File: src/rtl/game_flow_ctrl_pkg.sv
// Shared game definitions: sequencer state encodings, ghost sprite indices
// and the staggered ghost-release mask.
package game_flow_ctrl_pkg;

    typedef enum logic [2:0] {
        IDLE      = 3'd0,
        READY     = 3'd1,
        PLAY      = 3'd2,
        DYING     = 3'd3,
        LEVEL_UP  = 3'd4,
        GAME_OVER = 3'd5
    } game_state_t;

    // Ghost indices match the sprite IDs used by the game-logic core.
    localparam int BLINKY     = 0;
    localparam int PINKY      = 1;
    localparam int INKY       = 2;
    localparam int CLYDE      = 3;
    localparam int NUM_GHOSTS = 4;

    localparam int REL_W = 10;

    function automatic logic [NUM_GHOSTS-1:0] release_mask(
        input logic [REL_W-1:0] cnt,
        input logic [REL_W-1:0] thr1,
        input logic [REL_W-1:0] thr2,
        input logic [REL_W-1:0] thr3
    );
        logic [NUM_GHOSTS-1:0] mask;
        mask         = '0;
        mask[BLINKY] = 1'b1;
        mask[PINKY]  = (cnt >= thr1);
        mask[INKY]   = (cnt >= thr2);
        mask[CLYDE]  = (cnt >= thr3);
        return mask;
    endfunction

endpackage

File: src/rtl/game_flow_ctrl_frame_tick_gen.sv
// Free-running frame prescaler: one-cycle frame_tick every TICK_DIV clocks,
// first pulse TICK_DIV cycles after reset release.
module frame_tick_gen
    import game_flow_ctrl_pkg::*;
#(
    parameter int TICK_DIV = 1666666
) (
    input  logic clk,
    input  logic rst,
    output logic frame_tick
);

    localparam int CNT_W = (TICK_DIV > 2) ? $clog2(TICK_DIV) : 1;
    localparam logic [CNT_W-1:0] LAST = CNT_W'(TICK_DIV - 1);

    logic [CNT_W-1:0] cnt;

    always_ff @(posedge clk or posedge rst) begin
        if (rst) begin
            cnt        <= '0;
            frame_tick <= 1'b0;
        end else begin
            frame_tick <= (cnt == LAST);
            cnt        <= (cnt == LAST) ? '0 : cnt + 1'b1;
        end
    end

endmodule

File: src/rtl/game_flow_ctrl.sv
// Round sequencer: frame tick, READY/PLAY/DYING/LEVEL_UP/GAME_OVER staging,
// lives and level bookkeeping, staggered ghost release and sprite reset.
module game_flow_ctrl
    import game_flow_ctrl_pkg::*;
#(
    parameter int TICK_DIV     = 1666666,
    parameter int LIVES        = 3,
    parameter int READY_TICKS  = 120,
    parameter int DEATH_TICKS  = 90,
    parameter int LEVEL_TICKS  = 120,
    parameter int RELEASE_STEP = 180
) (
    input  logic       clk,
    input  logic       rst,
    input  logic       start_btn,
    input  logic       pacman_is_dead,
    input  logic       level_clear,
    output logic       move_tick,
    output logic       sprite_reset,
    output logic [3:0] ghost_release,
    output logic [1:0] lives,
    output logic [3:0] level,
    output logic [2:0] game_state
);

    localparam logic [7:0]       READY_N   = 8'(READY_TICKS);
    localparam logic [7:0]       DEATH_N   = 8'(DEATH_TICKS);
    localparam logic [7:0]       LEVEL_N   = 8'(LEVEL_TICKS);
    localparam logic [1:0]       LIVES_N   = 2'(LIVES);
    localparam logic [REL_W-1:0] REL_THR1  = REL_W'(RELEASE_STEP);
    localparam logic [REL_W-1:0] REL_THR2  = REL_W'(2 * RELEASE_STEP);
    localparam logic [REL_W-1:0] REL_THR3  = REL_W'(3 * RELEASE_STEP);
    localparam logic [3:0]       LEVEL_MAX = 4'd15;

    logic frame_tick;

    frame_tick_gen #(
        .TICK_DIV (TICK_DIV)
    ) u_frame_tick_gen (
        .clk        (clk),
        .rst        (rst),
        .frame_tick (frame_tick)
    );

    // start button: two-flop synchroniser, then a one-flop edge detector
    logic start_p0, start_p1, start_p2;
    logic start_pe;

    always_ff @(posedge clk or posedge rst) begin
        if (rst) begin
            start_p0 <= 1'b0;
            start_p1 <= 1'b0;
            start_p2 <= 1'b0;
        end else begin
            start_p0 <= start_btn;
            start_p1 <= start_p0;
            start_p2 <= start_p1;
        end
    end

    assign start_pe = start_p1 & ~start_p2;

    game_state_t      state, state_nxt;
    logic [7:0]       timer, timer_nxt;
    logic [REL_W-1:0] rel_cnt, rel_nxt;
    logic [1:0]       lives_nxt;
    logic [3:0]       level_nxt;
    logic [3:0]       ghost_nxt;
    logic             move_nxt;
    logic             sprite_nxt;
    logic             expire;

    assign expire = frame_tick && (timer == 8'd1);

    always_comb begin
        state_nxt  = state;
        timer_nxt  = timer;
        rel_nxt    = rel_cnt;
        lives_nxt  = lives;
        level_nxt  = level;
        ghost_nxt  = ghost_release;
        move_nxt   = 1'b0;
        sprite_nxt = 1'b0;

        case (state)
            IDLE, GAME_OVER: begin
                if (start_pe) begin
                    lives_nxt  = LIVES_N;
                    level_nxt  = 4'd1;
                    sprite_nxt = 1'b1;
                    ghost_nxt  = '0;
                    timer_nxt  = READY_N;
                    state_nxt  = READY;
                end
            end

            READY: begin
                ghost_nxt = '0;
                if (expire) begin
                    rel_nxt   = '0;
                    ghost_nxt = release_mask('0, REL_THR1, REL_THR2, REL_THR3);
                    state_nxt = PLAY;
                end else if (frame_tick) begin
                    timer_nxt = timer - 8'd1;
                end
            end

            PLAY: begin
                // death takes priority over a simultaneous level clear
                if (pacman_is_dead) begin
                    timer_nxt = DEATH_N;
                    state_nxt = DYING;
                end else if (level_clear) begin
                    timer_nxt = LEVEL_N;
                    state_nxt = LEVEL_UP;
                end else begin
                    move_nxt = frame_tick;
                    if (frame_tick && (rel_cnt < REL_THR3)) begin
                        rel_nxt = rel_cnt + 1'b1;
                    end
                    ghost_nxt = release_mask(rel_nxt, REL_THR1, REL_THR2, REL_THR3);
                end
            end

            DYING: begin
                if (expire) begin
                    if (lives == 2'd1) begin
                        lives_nxt = 2'd0;
                        state_nxt = GAME_OVER;
                    end else begin
                        lives_nxt  = lives - 2'd1;
                        sprite_nxt = 1'b1;
                        ghost_nxt  = '0;
                        timer_nxt  = READY_N;
                        state_nxt  = READY;
                    end
                end else if (frame_tick) begin
                    timer_nxt = timer - 8'd1;
                end
            end

            LEVEL_UP: begin
                if (expire) begin
                    level_nxt  = (level == LEVEL_MAX) ? LEVEL_MAX : level + 4'd1;
                    sprite_nxt = 1'b1;
                    ghost_nxt  = '0;
                    timer_nxt  = READY_N;
                    state_nxt  = READY;
                end else if (frame_tick) begin
                    timer_nxt = timer - 8'd1;
                end
            end

            default: begin
                state_nxt = IDLE;
            end
        endcase
    end

    always_ff @(posedge clk or posedge rst) begin
        if (rst) begin
            state         <= IDLE;
            timer         <= '0;
            rel_cnt       <= '0;
            lives         <= '0;
            level         <= '0;
            ghost_release <= '0;
            move_tick     <= 1'b0;
            sprite_reset  <= 1'b0;
        end else begin
            state         <= state_nxt;
            timer         <= timer_nxt;
            rel_cnt       <= rel_nxt;
            lives         <= lives_nxt;
            level         <= level_nxt;
            ghost_release <= ghost_nxt;
            move_tick     <= move_nxt;
            sprite_reset  <= sprite_nxt;
        end
    end

    assign game_state = state;

endmodule

File: config.mk
export PLATFORM = sky130hd
export DESIGN_NAME = game_flow_ctrl
export DESIGN_NICKNAME = d
export VERILOG_FILES = /design/src/rtl/game_flow_ctrl_pkg.sv /design/src/rtl/game_flow_ctrl_frame_tick_gen.sv /design/src/rtl/game_flow_ctrl.sv
export SDC_FILE = /design/constraint.sdc
export NUM_CORES = 1
export LEC_CHECK = 0
export ABC_AREA = 0
export BUFFER_PORTS_ARGS = -buffer_cell sky130_fd_sc_hd__buf_2
export CORE_MARGIN = 8
export CORE_UTILIZATION = 50
export CTS_BUF_LIST = sky130_fd_sc_hd__clkbuf_4 sky130_fd_sc_hd__clkbuf_8
export DETAILED_ROUTE_END_ITERATION = 8
export PLACE_DENSITY = 0.64
export SKIP_CTS_REPAIR_TIMING = 1
export SYNTH_ARGS = -nofsm -noshare
export SYNTH_HDL_FRONTEND = slang
export SYNTH_HIERARCHICAL = 1
export SYNTH_SLANG_ARGS = --single-unit
File: constraint.sdc
create_clock -name clk -period 2.41 [get_ports clk]
set_clock_uncertainty 0.1 [all_clocks]
set_input_delay 0.482 -clock clk [delete_from_list [all_inputs] [get_ports clk]]
set_output_delay 0.482 -clock clk [all_outputs]
set_load 0.005 [all_outputs]
Word level (Yosys, flattened, before mapping)
Cells that the tools add are included.

Bits in registers: 58. Input bits: 5.

Reduce and logical (&&, ||, !) cells: 14. $lt $le $gt $ge: 4. Equal/unequal tests: 19. Mux-type cells: 50. Add/subtract/negate cells: 5. Bitwise logic cells: 2.

Operator list (number): $mux 10 (7); $mux 8 (8); $pmux 8 s5 (1); $mux 4 (9); $add 21x1->21 const B (1); $eq 21x21->1 const B (1); $mux 21 (1); $mux 3 (7); $pmux 10 s2 (1); $pmux 4 s5 (1); $ne 2x2->1 const B (8); $pmux 3 s5 (1); $add 10x1->10 const B (1); $ge 10x10->1 const B (1); $ge 10x8->1 const B (1); $ge 10x9->1 const B (1); $lt 10x10->1 const B (1); $reduce_and 5->1 (2); $eq 8x1->1 const B (1); $mux 1 (8); $pmux 4 s2 (1); $sub 8x1->8 const B (1); $reduce_and 7->1 (1); $eq 3x2->1 const B (2); other kinds (19) (27).

Logic depth before layout (Yosys ltp)
Depth in word-level cells: 10. Gate-level depth with buffers: 8. Depth with buffers taken out: 7.

Hierarchy
Netlist, hierarchy kept.

By module, submodules not included: game_flow_ctrl (area each 2413.6 um2, cells each 274, seq. area each 900.9 um2, times used 1); frame_tick_gen (area each 1093.5 um2, cells each 106, seq. area each 550.5 um2, times used 1).

Least setup slack after synthesis
No wires, ideal clock.

Path kind: flip-flop to flip-flop. From: register rel_cnt[7]. To: register ghost_release[1]. Arrival: 1.944 ns. Path buffers: 1. Required time: 2.186 ns. Path slack: 0.242 ns. Stages on the path, launching flop included: 7. Clock period less this slack: 2.168 ns. Path through: dfrtp_1 > buf_2 > o41ai_1 > nand3_1 > xnor2_1 > o311a_1 > a211o_1.

Longest elaborated chain between the ends: 10. Elaborated cells on any way between the ends: 11.

Ends and longest elaborated chain: start: declaration (RTL line game_flow_ctrl.sv:65) `logic [REL_W-1:0] rel_cnt, rel_nxt;`; start signal: assignment (RTL line game_flow_ctrl.sv:173) `rel_cnt <= rel_nxt;`; $lt 10x10->1 (RTL line game_flow_ctrl.sv:118) `if (frame_tick && (rel_cnt < REL_THR3)) begin`; $logic_and 1x1->1 (RTL line game_flow_ctrl.sv:118); $mux 10 (*) (RTL line game_flow_ctrl.sv:118); $mux 10 (*) (RTL line game_flow_ctrl.sv:113) `end else if (level_clear) begin`; $mux 10 (*) (RTL line game_flow_ctrl.sv:110) `if (pacman_is_dead) begin`; $mux 10 (*) (RTL line game_flow_ctrl.sv:85) `case (state)`; $ge 10x8->1 (*) (RTL line game_flow_ctrl_pkg.sv:32) `mask[PINKY] = (cnt >= thr1);`; $mux 4 (*) (RTL line game_flow_ctrl.sv:113); $mux 4 (*) (RTL line game_flow_ctrl.sv:110); $pmux 4 s5 (*) (RTL line game_flow_ctrl.sv:85); end signal: assignment (RTL line game_flow_ctrl.sv:176) `ghost_release <= ghost_nxt;`; end: declaration (RTL line game_flow_ctrl.sv:20) `output logic [3:0] ghost_release,`.

Mark *: on every way between the ends. The rest lies on a longest branch, timed or not. The select of a mux whose other input is x is not followed. A chain may end at the register's enable or synchronous reset.

Worst setup path in the final report
From: register timer[1]. To: register ghost_release[3].

Longest elaborated chain between the ends: 4. Elaborated cells on any way between the ends: 5.

Ends and longest elaborated chain: start: declaration (RTL line game_flow_ctrl.sv:64) `logic [7:0] timer, timer_nxt;`; start signal: assignment (RTL line game_flow_ctrl.sv:172) `timer <= timer_nxt;`; $eq 8x1->1 (*) (RTL line game_flow_ctrl.sv:73) `assign expire = frame_tick && (timer == 8'd1);`; $logic_and 1x1->1 (*) (RTL line game_flow_ctrl.sv:73); $ne 2x2->1 (no source line); $reduce_and 7->1 (no source line) (*).

Mark *: on every way between the ends. The rest lies on a longest branch, timed or not.

==> metrics.txt <==
Synth top area share 41.4%; Max Used Layer met4; post-route ant nets 0; Post-Synth Simple-Gate Area 27.3%; Post-Synth Adder-Cell Area 2.50%; Slew Viols, Final 0; number of global-route vias before repair 2839; GPL Wtd Cong 0.903; final core utilization 58.3%; maximum vdd drop 0.395 mV; Final setup viols 0; Final WS setup 0.142 ns; Post-DP HPWL 5.93 mm; EDFF count, synth 0; wire per inst 16.0 um; core footprint 6790 um^2; post-synthesis mux area share 0.606%; PortBufs 19; TNS Setup 0 ns; met3 WL 383 um; final worst-path cycle share 94.1%; drt total wl 8.19 mm; die area 9950 um^2; status completed; H-tree Lvls 3; CTS Buffer Depth 2; 1st-iter DRT viols 134; Min-Delay Path Class primary input to flip-flop; CTS Buf Count 9; Die W 99.8 um; first-pass GRT wire length 13.7 mm; f_max 441 MHz; largest family of logic cells by synthesized area simple AND/OR/NAND/NOR gates; CP max FO 4; Die H 99.8 um; Psw 777 uW; total global routing track utilization 17.2%; Crit path required time 2.52 ns; fraction of power spent switching nets 31.1%; cell-internal power 1.72 mW; max-cap viol count 0; actual slew at the worst max-slew pin 0.635 ns; final instance area 3960 um^2; ratio of cells with drive above 1 in the final layout 17.1%; Root Driver clkbuf_8; Initial Util 51.6%; Synth Cell Area 3510 um^2; placed cells 494; Crit Path Class flip-flop to flip-flop; ANT cells 0; Finished Layout Cells 511; routed length on met1 3.87 mm; Slew HR 57.4%; crit path launch type flip-flop; Leak 1.68 nW; largest net degree at the start of global routing 31; initial antenna violation count 0; CTS clk-pin slew, worst paths 0.07 ns; ys flop type dfrtp_1; Synth Area in Compound Gates 19.4%; Flop pwr share 45.3%; I/O pin count 20; post-synth cell types 70; Area growth syn-to-layout 12.9%; clock power share 35.1%; RSZ-0062 raised after global routing false; Gate power share 19.7%; Synth Instances 380; clk_lat worst skew 0.34 ns; syn nets 392; vias 3013; pre-CTS WS 0.134 ns; Site Rows 30; Commonest cells post-synth dfrtp_1 (58), nand2_1 (29), nor2_1 (26); Power Dens Cells 630 nW/um^2; Period minus WS final 2.27 ns; Worst setup EP type flip-flop; Async S/R FF share, synth 100%; final-stage net count 422; first-pass iteration count of the detailed router 4; Yosys Warn Count 6; Fill cells 623; Avg Synthesized Cell Area 9.23 um^2; sequential fraction of the synthesis area 41.4%; XOR/XNOR Fraction of Synth Area 5.24%; CTS tree built; Yosys reg bits 58; DR vias/cell 5.90; gr ovfl total 0; cell taking the most area after synthesis dfrtp_1; post-place instance area 3760 um^2; DRC 0; most frequent cell after synthesis dfrtp_1; Sink Count 58; Final Hold Violating Endpoints 0; CP arrival 2.38 ns; met2 routed WL 3.77 mm; leading post-synthesis cells by cell area dfrtp_1 (41%), xnor2_1 (4.0%), nand3_1 (3.3%)
[critical path: stages (launching register included)]
cell and delay [ns]:
dfrtp_1 0.40, inv_1 0.10, ha_1 0.17, or4b_1 0.57, o311ai_4 0.30, nand3_2 0.14
a221o_1 0.37
[per-stage QoR]
stage	total power, mW	hold slack, ns
2_1_floorplan	1.45	0.231
3_3_place_gp	1.62	0.252
3_5_place_dp	1.62	0.253
4_1_cts	2.50	-0.0276
5_1_grt	2.63	0.133
6_report	2.49	0.151
[flip-flops by register name (all words and copies together) (netlist names), 2 cells and up]
name / count
rel_cnt: 10
ghost_release: 4
u_frame_tick_gen/cnt: 21
timer: 8
lives: 2
level: 4
game_state: 3
[path summary, 6_finish.rpt]
kind / from / to / slack, ns / depth (start not counted)
min in group asynchronous: rst / level[1] / 0.54 / 3
setup / recovery: timer[1] / ghost_release[3] / 0.14 / 6
hold reg to reg: start_p0 / start_p1 / 0.27 / 0
max in group asynchronous: rst / game_state[1] / 0.98 / 4
hold / removal: start_btn / start_p0 / 0.15 / 1
setup reg to reg: timer[1] / ghost_release[3] / 0.14 / 6
[layout make-up]
class / count / area (um^2) / area share [%]
clock buffers: 10 / 131 / 3.32
clock inverters: 6 / 57.6 / 1.45
inverters: 16 / 60.1 / 1.52
multi-input cells: 291 / 1930 / 48.7
flip-flops and latches: 58 / 1450 / 36.7
well taps: 96 / 120 / 3.03
repair buffers: 34 / 210 / 5.31
[logic make-up after synthesis]
kind of cell	after synthesis
buffers and inverters	31
DFF	58
and+or+nand+nor	163
xor gates and xnor gates	21
AOI/OAI and AO/OA	98
adders and majority gates	7
muxes	2
[metal layers]
metal,global-route usage [%],vias up
met4,7.57,0
met3,3.70,13
met2,27.1,69
li1,-,1478
met5,0,-
met1,22.0,1453
[placed cells by master, fill, tap and decap left out, types with 4 or more instances in the layout]
| cell type | count |
|---|---|
| a21oi_1 | 20 |
| a31oi_1 | 6 |
| and2_1 | 4 |
| and3_1 | 7 |
| buf_2 | 19 |
| buf_4 | 14 |
| clkbuf_8 | 9 |
| clkinv_2 | 4 |
| dfrtp_1 | 58 |
| ha_1 | 7 |
| inv_1 | 16 |
| nand2_1 | 29 |
| nand2b_1 | 7 |
| nand3_1 | 23 |
| nand4_1 | 10 |
| nor2_1 | 26 |
| nor2b_1 | 4 |
| nor3_1 | 12 |
| nor3b_1 | 4 |
| nor4_1 | 4 |
| o211ai_1 | 4 |
| o21ai_0 | 23 |
| o31ai_1 | 8 |
| or3_1 | 5 |
| or4_1 | 5 |
| xnor2_1 | 16 |
| xor2_1 | 5 |
[power by group through the flow]
stage	clock, mW	combinational (mW)	sequential (mW)
after CTS	0.892	0.484	1.13
after detailed placement	0	0.479	1.15
after global placement	0	0.480	1.14
after global routing	0.943	0.543	1.14
final	0.874	0.491	1.13
after floorplan	0	0.324	1.13
(Power assumes the default switching activity.)
